**config.mk**
```make
export PLATFORM = sky130hd
export DESIGN_NAME = shift_cmd_sequencer
export DESIGN_NICKNAME = d
export VERILOG_FILES = /design/src/rtl/shift_seq_pkg.sv /design/src/rtl/cmd_fifo.sv /design/src/rtl/shift_cmd_sequencer.sv
export SDC_FILE = /design/constraint.sdc
export NUM_CORES = 1
export LEC_CHECK = 0
export CORE_MARGIN = 4
export CORE_UTILIZATION = 59
export CTS_BUF_LIST = sky130_fd_sc_hd__clkbuf_4
export DETAILED_ROUTE_END_ITERATION = 6
export GPL_TIMING_DRIVEN = 0
export PLACE_DENSITY_LB_ADDON = 0.2
export REMOVE_ABC_BUFFERS = 1
export SETUP_SLACK_MARGIN = 0.1
export SYNTH_ARGS = -nofsm -noshare
export SYNTH_HDL_FRONTEND = slang
export SYNTH_HIERARCHICAL = 1
export SYNTH_SLANG_ARGS = --single-unit
```
**constraint.sdc**
```tcl
create_clock -name clock -period 2.6 [get_ports clock]
set_input_delay 0.52 -clock clock [delete_from_list [all_inputs] [get_ports clock]]
set_output_delay 0.52 -clock clock [all_outputs]
set_load 0.005 [all_outputs]
```
**src/rtl/shift_seq_pkg.sv**
```systemverilog
// shift_seq_pkg: opcodes, FSM states and command-word sizing shared by the shift command sequencer
package shift_seq_pkg;
  typedef enum logic [1:0] {OP_HOLD = 2'b00, OP_LOAD = 2'b01, OP_SHR = 2'b10, OP_SHL = 2'b11} op_e;
  typedef enum logic {ST_IDLE = 1'b0, ST_EXEC = 1'b1} state_e;
  function automatic int cmd_w(input int width, input int cnt_w);
    return 2 + width + 1 + cnt_w;
  endfunction
  localparam int CMD_W = cmd_w(8, 4);
endpackage

```
**src/rtl/cmd_fifo.sv**
```systemverilog
// cmd_fifo: synchronous FIFO, wrap-bit pointers
// ports: clock, reset_n (sync, active-low), push/wdata, pop/rdata, full, empty
module cmd_fifo #(
  parameter int W = 15,
  parameter int DEPTH = 4
) (
  input  logic         clock,
  input  logic         reset_n,
  input  logic         push,
  input  logic [W-1:0] wdata,
  input  logic         pop,
  output logic [W-1:0] rdata,
  output logic         full,
  output logic         empty
);
  localparam int AW = $clog2(DEPTH);
  logic [W-1:0] mem [DEPTH];
  logic [AW:0] wp, rp;
  assign empty = wp == rp;
  assign full = wp == {~rp[AW], rp[AW-1:0]};
  assign rdata = mem[rp[AW-1:0]];
  always_ff @(posedge clock) begin
    if (!reset_n) begin
      wp <= '0;
      rp <= '0;
    end else begin
      if (push && !full) wp <= wp + 1'b1;
      if (pop && !empty) rp <= rp + 1'b1;
    end
  end
  always_ff @(posedge clock) if (push && !full) mem[wp[AW-1:0]] <= wdata;
endmodule

```
**src/rtl/shift_cmd_sequencer.sv**
```systemverilog
// shift_cmd_sequencer: queues shift-register ops and drives d/l/sh/shl/si cycle by cycle
// ports: clock, reset_n (sync, active-low); cmd_valid/cmd_ready/cmd_op/cmd_data/cmd_si/cmd_count in;
//        d, l, sh, shl, si registered strobes; done pulse in last cycle; busy; shadow = predicted register
module shift_cmd_sequencer import shift_seq_pkg::*; #(
  parameter int WIDTH = 8,
  parameter int DEPTH = 4,
  parameter int CNT_W = 4
) (
  input  logic             clock,
  input  logic             reset_n,
  input  logic             cmd_valid,
  output logic             cmd_ready,
  input  logic [1:0]       cmd_op,
  input  logic [WIDTH-1:0] cmd_data,
  input  logic             cmd_si,
  input  logic [CNT_W-1:0] cmd_count,
  output logic [WIDTH-1:0] d,
  output logic             l,
  output logic             sh,
  output logic             shl,
  output logic             si,
  output logic             done,
  output logic             busy,
  output logic [WIDTH-1:0] shadow
);
  localparam int CW = cmd_w(WIDTH, CNT_W);
  state_e state, state_n;
  logic [CNT_W-1:0] remaining;
  logic [CW-1:0] rdata;
  logic full, empty, last, take;
  logic [1:0] f_op;
  logic [WIDTH-1:0] f_data;
  logic f_si;
  logic [CNT_W-1:0] f_count;
  cmd_fifo #(.W(CW), .DEPTH(DEPTH)) u_fifo (
    .clock(clock),
    .reset_n(reset_n),
    .push(cmd_valid && cmd_ready),
    .wdata({cmd_op, cmd_data, cmd_si, cmd_count}),
    .pop(take),
    .rdata(rdata),
    .full(full),
    .empty(empty)
  );
  assign {f_op, f_data, f_si, f_count} = rdata;
  assign cmd_ready = !full && reset_n;
  assign busy = state == ST_EXEC || !empty;
  assign done = last;
  always_ff @(posedge clock) state <= !reset_n ? ST_IDLE : state_n;
  // take: pop the next command, either from idle or chained straight after a finishing one
  always_comb begin
    last = state == ST_EXEC && remaining == '0;
    take = !empty && (state == ST_IDLE || last);
    state_n = take ? ST_EXEC : last ? ST_IDLE : state;
  end
  always_ff @(posedge clock) begin
    if (!reset_n) begin
      remaining <= '0;
      d <= '0;
      si <= 1'b0;
      l <= 1'b0;
      sh <= 1'b0;
      shl <= 1'b0;
      shadow <= '0;
    end else begin
      remaining <= take ? f_count : remaining != '0 ? remaining - 1'b1 : remaining;
      l <= take ? f_op == OP_LOAD : l && !last;
      sh <= take ? f_op == OP_SHR : sh && !last;
      shl <= take ? f_op == OP_SHL : shl && !last;
      d <= take && f_op == OP_LOAD ? f_data : d;
      si <= take && (f_op == OP_SHR || f_op == OP_SHL) ? f_si : si;
      // mirrors what shift_register does with the strobes it samples on this edge
      shadow <= l ? d : sh ? {si, shadow[WIDTH-1:1]} : shl ? {shadow[WIDTH-2:0], si} : shadow;
    end
  end
endmodule

```
# Word-level counts from Yosys, hierarchy flattened
# Memories as Yosys holds them, arrays and structs flattened. A register that Yosys moved wholly into a read port is not among the register bits.
# Index checks and enable logic that the tools add are counted.
dict set report word_totals {
  mem_count 1
  ram_bits 60
  reg_bits 31
  output_inout_bits 23
}
dict set report op_classes {
  reduce_logical 22
  bitwise 2
  n_eq_ne 5
  muxes 14
  add_sub_neg 3
}
# memory depth width rd rd_clocked_by_memory_dff wr line_no
set memory_table {}
lappend memory_table {u_fifo.mem 4 15 1 1 1 cmd_fifo.sv:17} ;# logic [W-1:0] mem [DEPTH];
# op count
set op_table {}
lappend op_table {{$mux W8} 3}
lappend op_table {{$logic_and A1 B1 Y1} 11}
lappend op_table {{$mux W4} 2}
lappend op_table {{$mux W1} 7}
lappend op_table {{$add A3 B1 Y3 const B} 2}
lappend op_table {{$eq A3 B3 Y1} 2}
lappend op_table {{$eq A2 B2 Y1 const B} 2}
lappend op_table {{$logic_not A4 Y1} 1}
lappend op_table {{$mux W2} 2}
lappend op_table {{$reduce_bool A2 Y1} 2}
lappend op_table {{$reduce_bool A4 Y1} 1}
lappend op_table {{$sub A4 B1 Y4 const B} 1}
lappend op_table {{$logic_not A1 Y1} 3}
lappend op_table {{$logic_or A1 B1 Y1} 3}
lappend op_table {{$reduce_bool A3 Y1} 1}
lappend op_table {{$eq A2 B1 Y1 const B} 1}
lappend op_table {{$not A1 Y1} 2}

# Longest topological paths before layout
# Gate-level depths: netlist (run 1).
dict set report depth {
  word_depth 8
  mapped_depth 8
  depth_no_buf 7
}

# Modules after synthesis
# Netlist (run 1), hierarchy kept.
# mod seq_area_each_um2 n_inst area_per_inst_um2 cells_each
set by_module_without_submodules {}
lappend by_module_without_submodules {cmd_fifo 1961.9 1 2730.1 146}
lappend by_module_without_submodules {shift_cmd_sequencer 500.5 1 1278.7 142}

# Least setup slack after synthesis (run 1)
# OpenSTA, ideal clock, no wires.
dict set report synth_path {
  kind {register -> register}
  startpoint {register u_fifo.wp[0]}
  endpoint {memory u_fifo.mem[3][0], enable pin}
  t_arrival_ns 2.052
  slack_ns 0.162
  path_stages_with_launch 7
  setup_time_ns 0.386
  synth_period_minus_slack_ns 2.438
  t_required_ns 2.214
  path_cell_list {dfxtp_1 -> xor2_1 -> nor3_1 -> nor2b_1 -> and2_1 -> nand2_1 -> nor2_1}
}
dict set report synth_between {
  elab_chain_cells 7
}
# item line_no
set synth_lines {}
lappend synth_lines {{from (decl)} cmd_fifo.sv:18} ;# logic [AW:0] wp, rp;
lappend synth_lines {{from (signal assigned)} cmd_fifo.sv:27} ;# if (push && !full) wp <= wp + 1'b1;
lappend synth_lines {{$eq A3 B3 Y1} cmd_fifo.sv:20} ;# assign full = wp == {~rp[AW], rp[AW-1:0]};
lappend synth_lines {{named net full} shift_cmd_sequencer.sv:30} ;# logic full, empty, last, take;
lappend synth_lines {{$logic_not A1 Y1} shift_cmd_sequencer.sv:46} ;# assign cmd_ready = !full && reset_n;
lappend synth_lines {{$logic_and A1 B1 Y1} shift_cmd_sequencer.sv:46}
lappend synth_lines {{named net cmd_ready} shift_cmd_sequencer.sv:12} ;# output logic cmd_ready,
lappend synth_lines {{$logic_and A1 B1 Y1} shift_cmd_sequencer.sv:38} ;# .push(cmd_valid && cmd_ready),
lappend synth_lines {{$logic_and A1 B1 Y1} cmd_fifo.sv:31} ;# always_ff @(posedge clock) if (push && !full) mem[wp[AW-1:0]] <= wdata;
lappend synth_lines {{$mux W1} cmd_fifo.sv:31}
lappend synth_lines {{$mux W1 (implied by the code)} cmd_fifo.sv:31}
lappend synth_lines {{to (decl)} cmd_fifo.sv:17}
# The timed path passes the listed nets, and every way through them passes these cells.

# Worst setup path in the final report (run 1)
dict set report layout_path {
  startpoint {register u_fifo.wp[1]}
  endpoint {output port cmd_ready}
}
dict set report layout_between {
  elab_chain_cells 3
}
# item line_no
set layout_lines {}
lappend layout_lines {{$eq A3 B3 Y1} cmd_fifo.sv:20}
lappend layout_lines {{named net full} shift_cmd_sequencer.sv:30}
lappend layout_lines {{$logic_not A1 Y1} shift_cmd_sequencer.sv:46}
lappend layout_lines {{$logic_and A1 B1 Y1} shift_cmd_sequencer.sv:46}
lappend layout_lines {{to (decl)} shift_cmd_sequencer.sv:12}
# The timed path passes the listed nets, and every way through them passes these cells.

==> metrics, run 1 <==
status=completed; Vias per Instance=6.17; CTS root buffer=clkbuf_4; antenna cells=0; Top delay family on crit path=buffers and inverters; max cap viols=0; Clock transition at path regs=150 ps; Synth Area per Inst=13.9 um^2; Post-Route M1 WL=3.49 mm; CTS Hold Bufs=0; Finish-stage setup viols=0; Min Hold Slack=497 ps; R2R cell count=7; max_slew headroom=0.480; first-pass GRT wire length=12.5 mm; Die ar.=0.00818 mm^2; GR Util All Layers=0.195; reg2reg setup slack=200 ps; internal power=2.47 mW; fin cells=414; row count=29; Yosys reg bits=93; worst r2r src=u_fifo/wp[1]; fmax=399 MHz; Worst Path Buf+Inv=1; Port Buffers=40; DIE WIDTH=90.4 um; Avg WL per Cell=19.0 um; CTS max path bufs=2; power share of the clock group=0.184; GP Congestion=0.820; EDFF count, synth=60; Final Max Slew Viols=0; worst hold-check path type=reg -> reg; vias in the first global route=2444; fin crit period=2500 ps; worst path arrival time=1980 ps; fraction of layout cells with a size suffix above 1=0.193; final WL=7.86 mm; Design Area, Final=0.00478 mm^2; Logic pwr share=0.299; DR iter-0 viols=208; top_reg_cell synth=edfxtp_1; Max IR drop VDD=475 uV; slowest stage cell, crit path=clkdlybuf4s50_1; met3 wire length=478 um; antenna violations before repair=0; RSZ-0062 raised after global routing=true; register area share after synthesis=0.614; Synth Cell Area=0.00401 mm^2; Inst Count DP=391; Worst Path Max Fanout=9; pin count of the biggest net entering global routing=28; hold worst-path end=d[4]; Nets=356; Final Hold Fails=0; r2r endpoint=u_fifo/mem[1][7]; P&R area growth vs syn=19.1%; detailed placement HPWL=4.79 mm; Gate Count Post-Synth=288; endpoint class of the critical path=output pin; routed wl met2=3.77 mm; DR top layer=met4; Worst Tran Pin Value=779 ps; clock latency at the later pin of the worst-skew pair=430 ps; Hold Startpoint=d[4]; crit path cell chain=xor2_4 > nor3_2 > nor2b_1 > clkdlybuf4s50_1; Total Power=3.64 mW; CTS sink cnt=93; Area after DPL=0.00446 mm^2; total grt overflow=0; worst path required time=2080 ps; CP Class=reg -> out; Sw Pwr=1.17 mW; Static Leakage=1.58 nW; post-synth top area share=0.449; Worst path max stage delay=520 ps; pwr dens=761 mW/mm^2; Sw Share=0.320; H-tree Lvls=3; post-route ant nets=0; crit path from=u_fifo/wp[1]; Flop pwr share=0.517; # IOs=41; WHS Path Cells=2; CORE AREA=0.00646 mm^2; Num CTS Buffers=9; DIE HEIGHT=90.4 um; CTS tree=yes; period utilization=0.963; top cells by area, synth=edfxtp_1 45%, dfxtp_1 16%, mux4_2 8.4%; Initial Util=0.621; startpoint class of the critical path=flop; Final Core Density=0.739; synth unique cells=44; cell taking the most area after synthesis=edfxtp_1; asr flop ratio synth=0; # DRC=0; Ys Warns=6; First-pass DRT Iterations=4; via count=2556; Setup Skew=21.0 ps
[metrics by stage]
stage	setup WS, ps	TNS [ps]
after floorplan	161	0
after global placement	-1530	-87880
after detailed placement	-1210	-66550
after CTS	109	0
after global routing	0.978	0
final	96.1	0
[per-layer routing]
metal,vias up,global-route usage
met5,-,0
met4,0,0.0867
met3,11,0.0358
met2,105,0.302
met1,1250,0.271
li1,1190,-
[Yosys cell counts, types with 5 or more instances]
| cell type | instances |
|---|---|
| edfxtp_1 | 60 |
| mux2i_1 | 18 |
| o22ai_1 | 8 |
| a21oi_1 | 7 |
| mux4_2 | 15 |
| mux2_1 | 5 |
| inv_1 | 9 |
| clkbuf_1 | 10 |
| nand3b_1 | 5 |
| nor3_1 | 7 |
| and2_1 | 7 |
| o21ai_0 | 6 |
| ha_1 | 6 |
| nand2_1 | 31 |
| nor2_1 | 5 |
| dfxtp_1 | 33 |
[registers in the layout, summed over array words and instances, names as in the netlist, 3 cells and up, named ones only]
name / count
u_fifo/mem: 60
d: 8
shadow: 8
remaining: 4
u_fifo/rp: 3
u_fifo/wp: 3
[area by class of cell]
class | instances | area [um^2]
Sequential cell | 93 | 2480
Fill cell | 426 | 1680
Multi-Input combinational cell | 171 | 1560
Timing Repair Buffer | 48 | 494
Tap cell | 77 | 96.3
Clock buffer | 10 | 75.1
Clock inverter | 6 | 38.8
Inverter | 9 | 33.8
[power by group through the flow]
stage	clock network [mW]	registers (mW)	logic (mW)
final	0.669	1.88	1.09
after global routing	0.774	1.90	1.18
after CTS	0.689	1.88	0.991
after detailed placement	0	1.89	0.910
after global placement	0	1.88	0.888
after floorplan	0	1.85	0.627
[worst max path at each step]
stage	cells past startpoint	endpoint
after floorplan	3	d[0]
after global placement	5	u_fifo/mem[3][0]
after detailed placement	6	u_fifo/mem[3][14]
after CTS	4	cmd_ready
after global routing	4	cmd_ready
final	4	cmd_ready
[worst register-to-register path: cells and delay by family, from the launching register on]
| family | cells | cell delay [ps] |
|---|---|---|
| buf+inv | 1 | 80 |
| flops | 1 | 470 |
| compound gates | 1 | 230 |
| xor+xnor | 1 | 290 |
| simple gates | 4 | 980 |
[kinds of logic after synthesis]
| logic type | after synthesis | synth area share |
|---|---|---|
| DFF | 93 | 0.614 |
| AOI/OAI and AO/OA | 44 | 0.0815 |
| xor gates and xnor gates | 7 | 0.0153 |
| buffers and inverters | 24 | 0.0268 |
| muxes | 41 | 0.152 |
| adders and majority gates | 6 | 0.0187 |
| and+or+nand+nor | 73 | 0.0918 |
[placed cells by master, fill, tap and decap left out, types with 6 or more instances in the layout]
cell type,synthesis,final
edfxtp_1,60,60
clkdlybuf4s50_1,0,39
nand2_1,31,31
dfxtp_1,33,25
mux2i_1,18,18
mux4_2,15,15
clkbuf_4,1,10
inv_1,9,8
o22ai_1,8,8
a21oi_1,7,6
o21ai_0,6,6
buf_4,1,6
[what timing repair did]
action,CTS,global route
pin swaps,3,2
gates resized for setup,25,10
setup endpoints to repair,83,29
buffers inserted,3,4
Note: power is estimated with default switching activity, not from simulation.
==> run 2, diff against run 1 <==
- PLACE_DENSITY: not set -> 0.85
- PLACE_DENSITY_LB_ADDON: 0.2 -> not set
==> run 2 against run 1 <==
Hold slack gained 8.0 ps; maximum frequency rose by 0.17%; cell area rose by 0.45%; via count grew 3.3%; clock power rose by 17%; critical path type is now reg -> reg; critical endpoint is now u_fifo/mem[3][2]; highest routed layer unchanged.
==> metrics, run 2 (same netlist as run 1, synthesis figures left out) <==
GP Congestion=0.842; Final Core Density=0.743; Initial Util=0.621; pwr dens=775 mW/mm^2; detailed placement HPWL=5.17 mm; worst path arrival time=2580 ps; GR peak layer=met2; Setup TNS=0 ps; row count=29; DR iter-0 viols=251; status=completed; GR Util met2=0.341; CTS max path bufs=2; slowest stage cell, crit path=nor2_2; Max IR drop VDD=524 uV; Finish-stage setup viols=0; Inst Count DP=390; Port Buffers=40; Num CTS Buffers=9; fin crit period=2500 ps; fmax=400 MHz; commonest non-fill, non-tap cells in the layout=60 x edfxtp_1, 38 x clkdlybuf4s50_1, 31 x nand2_1; fin cells=418; Final Hold Fails=0; Setup Skew=9.99 ps; worst path required time=2680 ps; Worst path max stage delay=690 ps; max cap viols=0; P&R area growth vs syn=19.7%; worst hold-check path type=reg -> reg; Vias per Instance=6.32; total grt overflow=0; Die ar.=0.00818 mm^2; antenna violations before repair=0; # IOs=41; startpoint class of the critical path=flop; vias in the first global route=2520; RSZ-0062 raised after global routing=true; Filler Cell Count=393; Worst Tran Pin Value=862 ps; Register Area=0.00248 mm^2; CTS tree=yes; DIE HEIGHT=90.4 um; Largest register FFs=60; antenna cells=0; final WL=8.10 mm; post-route ant nets=0; DIE WIDTH=90.4 um; H-tree Lvls=3; CORE AREA=0.00646 mm^2; Final Max Slew Viols=0; CTS sink cnt=93; CTS root buffer=clkbuf_4; max_slew headroom=0.424; clock latency at the later pin of the worst-skew pair=430 ps; GR Util All Layers=0.199; CP Class=reg -> reg; Clock transition at path regs=160 ps; First-pass DRT Iterations=5; Nets=360; Multi-input gate area=0.00154 mm^2; first-pass GRT wire length=12.8 mm; Static Leakage=1.62 nW; met3 Track Usage GR=0.0483; via count=2640; endpoint class of the critical path=flop; fraction of layout cells with a size suffix above 1=0.202; Avg WL per Cell=19.4 um; # DRC=0; crit path cell chain=xnor2_4 > nor3_2 > nor2b_1 > and2_1 > nand2_1 > nor2_2; commonest non-fill, non-tap cell in the layout=edfxtp_1; met1 Use GR=0.255; period utilization=0.961; Worst Path Max Fanout=15; pin count of the biggest net entering global routing=46; CTS Hold Bufs=0
[run 2: per-layer routing]
layer	vias up	wire length, um
met5	-	0
met4	0	157
met3	25	571
met2	133	4210
met1	1285	3160
li1	1197	-
[run 2: layout make-up]
cell class | count | area share
flip-flops and latches | 93 | 0.518
clock inverters | 7 | 0.0175
well taps | 77 | 0.0201
multi-input cells | 171 | 0.322
inverters | 9 | 0.00704
repair buffers | 52 | 0.102
clock buffers | 9 | 0.0141
[run 2: report_power, final]
group          total, mW  internal, mW  switching, mW
Combinational       1.05         0.553          0.500
Sequential          1.88          1.69          0.189
Clock              0.785         0.238          0.546
[run 2: repair_timing]
item | CTS | global route
pin swaps | 3 | 3
gates resized for setup | 27 | 10
endpoints found under the setup margin | 86 | 69
buffers inserted | 2 | 10
[run 2: final timing paths]
path	start	to	slack, ps	depth (start not counted)
setup / recovery	u_fifo/wp[2]	u_fifo/mem[3][2]	100	6
hold / removal	shadow[0]	shadow[0]	500	2
setup reg to reg	u_fifo/wp[2]	u_fifo/mem[3][2]	100	6
hold reg to reg	shadow[0]	shadow[0]	500	2
[run 2: metrics by stage]
step	hold WS, ps	power, mW	instance area [um^2]	setup WS (ps)
2_1_floorplan	464	2.47	3940	161
3_3_place_gp	470	2.76	4430	-1470
3_5_place_dp	482	2.79	4430	-1540
4_1_cts	506	3.66	4690	90.8
5_1_grt	526	3.93	4800	9.50
6_report	505	3.72	4800	100
[run 2: critical path, delay by kind of cell, from the launching register on]
| family | cells | cell delay (ps) |
|---|---|---|
| and+or+nand+nor | 5 | 1450 |
| DFF | 1 | 420 |
| xor gates and xnor gates | 1 | 270 |
